==> src/rtl/mux_scan_pkg.sv <==
// Shared constants and helpers for the multiplexed seven-segment scan block.
package mux_scan_pkg;

  localparam int unsigned DEF_BUS_WIDTH = 4;
  localparam int unsigned DEF_NUM_CH    = 4;
  localparam int unsigned DEF_DIV_COUNT = 50000;

  // Ceiling log2; clog2(1) = 0.
  function automatic int unsigned clog2(input int unsigned v);
    int unsigned r;
    int unsigned x;
    r = 0;
    x = 1;
    while (x < v) begin
      x = x << 1;
      r++;
    end
    return r;
  endfunction

endpackage

==> src/rtl/scan_prescaler.sv <==
// Wraparound prescaler: emits a one-cycle step strobe every DIV_COUNT running cycles.
module scan_prescaler
  import mux_scan_pkg::*;
#(
  parameter int unsigned DIV_COUNT = DEF_DIV_COUNT
) (
  input  logic clk,
  input  logic reset,
  input  logic run,
  output logic step
);

  localparam int unsigned CntW = (clog2(DIV_COUNT) < 1) ? 1 : clog2(DIV_COUNT);

  logic [CntW-1:0] r_cnt;
  logic            w_at_top;

  assign w_at_top = (r_cnt == CntW'(DIV_COUNT - 1));
  assign step     = w_at_top & run;

  always_ff @(posedge clk) begin
    if (reset) begin
      r_cnt <= '0;
    end else if (run) begin
      r_cnt <= w_at_top ? '0 : r_cnt + CntW'(1);
    end
  end

endmodule

==> src/rtl/mux_scan_nx_nbit.sv <==
// N-channel scan selector: prescaled digit walk, manual override, blanking and
// registered data/anode outputs for a multi-digit seven-segment display.
module mux_scan_nx_nbit
  import mux_scan_pkg::*;
#(
  parameter int unsigned  BUS_WIDTH = DEF_BUS_WIDTH,
  parameter int unsigned  NUM_CH    = DEF_NUM_CH,
  parameter int unsigned  DIV_COUNT = DEF_DIV_COUNT,
  localparam int unsigned SEL_WIDTH = clog2(NUM_CH)
) (
  input  logic                        clk,
  input  logic                        reset,
  input  logic                        en,
  input  logic                        mode,
  input  logic [SEL_WIDTH-1:0]        sel_in,
  input  logic [NUM_CH*BUS_WIDTH-1:0] data_in,
  input  logic [NUM_CH-1:0]           blank_mask,
  output logic [BUS_WIDTH-1:0]        y,
  output logic [NUM_CH-1:0]           an_n,
  output logic [SEL_WIDTH-1:0]        sel,
  output logic                        frame_tick
);

  logic [SEL_WIDTH-1:0] r_sel;
  logic [BUS_WIDTH-1:0] r_y;
  logic [NUM_CH-1:0]    r_an_n;
  logic                 r_frame_tick;

  logic                 w_step;
  logic                 w_pre_reset;
  logic                 w_at_last;
  logic [SEL_WIDTH-1:0] w_sel_man;
  logic [BUS_WIDTH-1:0] w_y;
  logic                 w_blank;
  logic [NUM_CH-1:0]    w_an_n;

  // Manual mode pins the prescaler at zero so auto scan resumes with a full period.
  assign w_pre_reset = reset | mode;

  scan_prescaler #(
    .DIV_COUNT (DIV_COUNT)
  ) u_prescaler (
    .clk   (clk),
    .reset (w_pre_reset),
    .run   (en & ~mode),
    .step  (w_step)
  );

  assign w_at_last = (r_sel == SEL_WIDTH'(NUM_CH - 1));
  assign w_sel_man = ({1'b0, sel_in} >= (SEL_WIDTH + 1)'(NUM_CH)) ? '0 : sel_in;

  always_comb begin
    w_y     = '0;
    w_blank = 1'b0;
    for (int k = 0; k < NUM_CH; k++) begin
      if (r_sel == SEL_WIDTH'(k)) begin
        w_y     = data_in[k*BUS_WIDTH +: BUS_WIDTH];
        w_blank = blank_mask[k];
      end
    end
  end

  always_comb begin
    w_an_n = '1;
    if (!w_blank) begin
      w_an_n = ~(NUM_CH'(1) << r_sel);
    end
  end

  always_ff @(posedge clk) begin
    if (reset) begin
      r_sel        <= '0;
      r_y          <= '0;
      r_an_n       <= '1;
      r_frame_tick <= 1'b0;
    end else begin
      r_y          <= w_y;
      r_an_n       <= w_an_n;
      r_frame_tick <= w_step & w_at_last;
      if (mode) begin
        r_sel <= w_sel_man;
      end else if (w_step) begin
        r_sel <= w_at_last ? '0 : r_sel + SEL_WIDTH'(1);
      end
    end
  end

  assign y          = r_y;
  assign an_n       = r_an_n;
  assign sel        = r_sel;
  assign frame_tick = r_frame_tick;

endmodule

==> config.mk <==
export PLATFORM = sky130hd
export DESIGN_NAME = mux_scan_nx_nbit
export DESIGN_NICKNAME = d
export VERILOG_FILES = /design/src/rtl/mux_scan_pkg.sv /design/src/rtl/scan_prescaler.sv /design/src/rtl/mux_scan_nx_nbit.sv
export SDC_FILE = /design/constraint.sdc
export NUM_CORES = 1
export LEC_CHECK = 0
export CELL_PAD_IN_SITES_DETAIL_PLACEMENT = 1
export CELL_PAD_IN_SITES_GLOBAL_PLACEMENT = 2
export CORE_MARGIN = 3
export CORE_UTILIZATION = 25
export CTS_CLUSTER_DIAMETER = 80
export DETAILED_ROUTE_END_ITERATION = 6
export PLACE_DENSITY = 0.82
export SYNTH_ARGS = -nofsm -noshare
export SYNTH_HDL_FRONTEND = slang
export SYNTH_SLANG_ARGS = --single-unit
==> constraint.sdc <==
create_clock -name clk -period 1.5 [get_ports clk]
set_clock_uncertainty 0.1 [all_clocks]
set_input_delay 0.3 -clock clk [delete_from_list [all_inputs] [get_ports clk]]
set_output_delay 0.3 -clock clk [all_outputs]
set_load 0.01 [all_outputs]
==> impl_metrics.csv <==
group,metric,value,unit
status,run_status,"finished, violations left",
status,failed_checks,"setup timing",
timing,hold_viol_final,0,
synthesis,synth_async_reset_ratio,0,
synthesis,synth_top_flop_cell,"dfxtp_1",
layout,fillerInstances,600,
worst_setup_path,worstSetupStartpointType,"register",
layout,layout-drive-gt1-share,0.336,
global_route,grt_max_degree,16,
timing,rsz0062_at_grt,"yes",
clocking,ctsLongestPathBuffers,2,
die,design.die.area,0.00650,sq mm
drt,post-route-drc-count,0,
timing,final-max-slew-violation-count,0,
layout,final-seq-area,557,sq um
placement,post-dp-hpwl,3250,um
synthesis,synth_seq_area_share,0.388,
die,die_y,80.6,um
clocking,h_tree_lvls,1,
clocking,cts_tree,"done",
worst_setup_path,critical_path_required,1570,ps
placement,placedInstanceArea,0.00213,sq mm
layout,layout.cell_area.non_filler,0.00230,sq mm
drt,ant_nets,0,
layout,num_antenna_cells,0,
layout,area_delta_synth_final,65.3,%
synthesis,synth.net_count,184,
synthesis,synth-edff-count,0,
synthesis,synth.most_common_cell,"dfxtp_1",
placement,globalplace.congestion,0.725,
flow_run,maxCapViolCount,0,
clocking,numClockSinks,27,
die,area_of_the_core,0.00524,sq mm
synthesis,synth.top_cells.by_count,"dfxtp_1, nand2_1, nor2_1",
timing,worst_slack,-64.3,ps
layout,fin_nets,258,
drt,avgRoutedWirePerCell,14.6,um
synthesis,yosysWarnings,0,
timing,slew_headroom,0.767,
global_route,aggregate_global_routing_overflow,0,
worst_setup_path,setup.reg_to_reg.worst_slack,-60,ps
worst_setup_path,critical_path_class,"register to register",
timing,timing_worst_slew_pin_value,346,ps
clocking,clock-root-buffer,"clkbuf_8",
power_and_ir_drop,p_leak,0.904,nW
hold_path,hold_class,"input port to register",
synthesis,synth_cell_type_count,41,
clocking,insertion_delay,280,ps
layout,multi_input_logic_area,916,sq um
timing,final-setup-viol-count,15,
drt,routed-via-count,1360,
synthesis,synthesis.area_per_instance,9.10,sq um
global_route,grt_antenna_before_repair,0,
synthesis,synth_largest_area_cell,"dfxtp_1",
worst_setup_path,crit_fanout,15,
drt,detail_route.vias_per_cell,4.59,
power_and_ir_drop,ir_drop,318,uV
placement,io_buffer_count,36,
synthesis,synth_area,0.00139,sq mm
synthesis,synth_top_cells_by_area,"dfxtp_1, xnor2_1, ha_1",
die,initial_cell_density_of_the_core,0.266,
timing,timing.final.crit_share,1.04,
clocking,clkTransAtPathRegs,100,ps
global_route,grt_first_pass_wirelength,6890,um
timing,max_freq,0.639,GHz
die,std_cell_rows,26,
worst_setup_path,worst_setup_end_kind,"register",
drt,detailedRoute.firstPassIterationCount,4,
drt,drtIter0Drc,20,
worst_setup_path,cp_data_arrival_time,1640,ps
timing,hold_slack,464,ps
global_route,grt_pass1_vias,1414,
global_route,groute.usage.overall,0.136,
clocking,total_clock_buffers_created_by_cts,3,
die,top_level_ports,37,
synthesis,syn_inst,153,
power_and_ir_drop,power_density,660,mW/mm^2
drt,routed_wl,4320,um
synthesis,synthDominantCellAreaShare,0.388,
timing,post-route-min-period,1560,ps
synthesis,number_of_synthesized_register_bits,27,
die,die_width,80.6,um
-- metal layers --
| metal | vias to the layer above | wire [um] | part of all wire | GRT usage |
|---|---|---|---|---|
| met5 | - | 0 | 0 | 0 |
| li1 | 693 | - | - | - |
| met1 | 643 | 1870 | 0.43 | 0.173 |
| met2 | 18 | 2310 | 0.53 | 0.234 |
| met4 | 0 | 44 | 0.010 | 0.0372 |
| met3 | 6 | 101 | 0.023 | 0.0247 |
-- where the power goes --
part,leakage (nW),internal (mW),switching [mW]
sequential,0.223,0.736,0.0101
combinational,0.656,0.200,0.142
clock,0.0255,0.187,0.245
-- flip-flops by register name, indices dropped and copies added (netlist names) --
name	flops
an_n	4
sel	2
y	4
u_prescaler.r_cnt	16
frame_tick	1
-- layout by cell type (no fill, tap or decap), types with 4 or more instances in the layout --
cell type | netlist | final
dfxtp_1 | 27 | 22
nor2_1 | 16 | 16
a221oi_2 | 0 | 4
nor3_1 | 6 | 4
nor2b_1 | 6 | 5
xnor2_1 | 11 | 11
inv_1 | 8 | 6
clkdlybuf4s50_1 | 0 | 23
dlygate4sd2_1 | 0 | 11
buf_4 | 0 | 36
dfxtp_4 | 0 | 4
nand2_1 | 16 | 16
nor4_1 | 7 | 5
-- cell type report --
cell class / count / share of cell area
clock buffers: 3 / 0.0179
multi-input cells: 112 / 0.398
well taps: 70 / 0.0380
inverters: 8 / 0.0141
flip-flops and latches: 27 / 0.242
repair buffers: 75 / 0.288
clock inverters: 1 / 0.00217
-- per-stage QoR --
| step | util | TNS, ps | total power [mW] | instances | worst slack, ps |
|---|---|---|---|---|---|
| floorplan | - | -283 | 0.883 | 153 | -29.0 |
| global placement | 0.407 | -7840 | 1.07 | 288 | -428 |
| detailed placement | 0.407 | -8530 | 1.08 | 288 | -466 |
| CTS | 0.422 | -784 | 1.50 | 293 | -62.5 |
| global route | 0.440 | -2080 | 1.59 | 296 | -128 |
| finish | 0.440 | -751 | 1.52 | 296 | -64.3 |
-- path summary, 6_finish.rpt --
kind                                       startpoint               endpoint  depth (start not counted)
worst min-delay path                      data_in[15]                   y[3]                          3
worst max-delay path             u_prescaler.r_cnt[1]   u_prescaler.r_cnt[5]                          6
worst min register to register  u_prescaler.r_cnt[13]  u_prescaler.r_cnt[13]                          2
worst max register to register   u_prescaler.r_cnt[1]   u_prescaler.r_cnt[5]                          6
-- logic make-up after synthesis --
| kind of cell | after synthesis | share of synthesized area |
|---|---|---|
| AND/OR/NAND/NOR | 71 | 0.300 |
| flip-flops | 27 | 0.388 |
| AO/OA/AOI/OAI | 19 | 0.112 |
| XOR/XNOR | 14 | 0.0881 |
| buffers and inverters | 14 | 0.0449 |
| adder cells (fa/ha/maj) | 5 | 0.0449 |
| multiplexers | 3 | 0.0216 |
-- timing repair --
action	CTS	global route
endpoints found under the setup margin	34	25
hold buffers	0	0
setup buffers	1	3
gates resized for setup	20	19
pin swaps	2	9
-- critical path, cell delays in order (launching register included) --
cell and delay, ps:
dfxtp_4 370, ha_4 150, and4b_1 260, nand2_2 90, o31ai_4 260, buf_12 180
nor2_1 60
No activity file was read; power rests on OpenSTA's default activity.
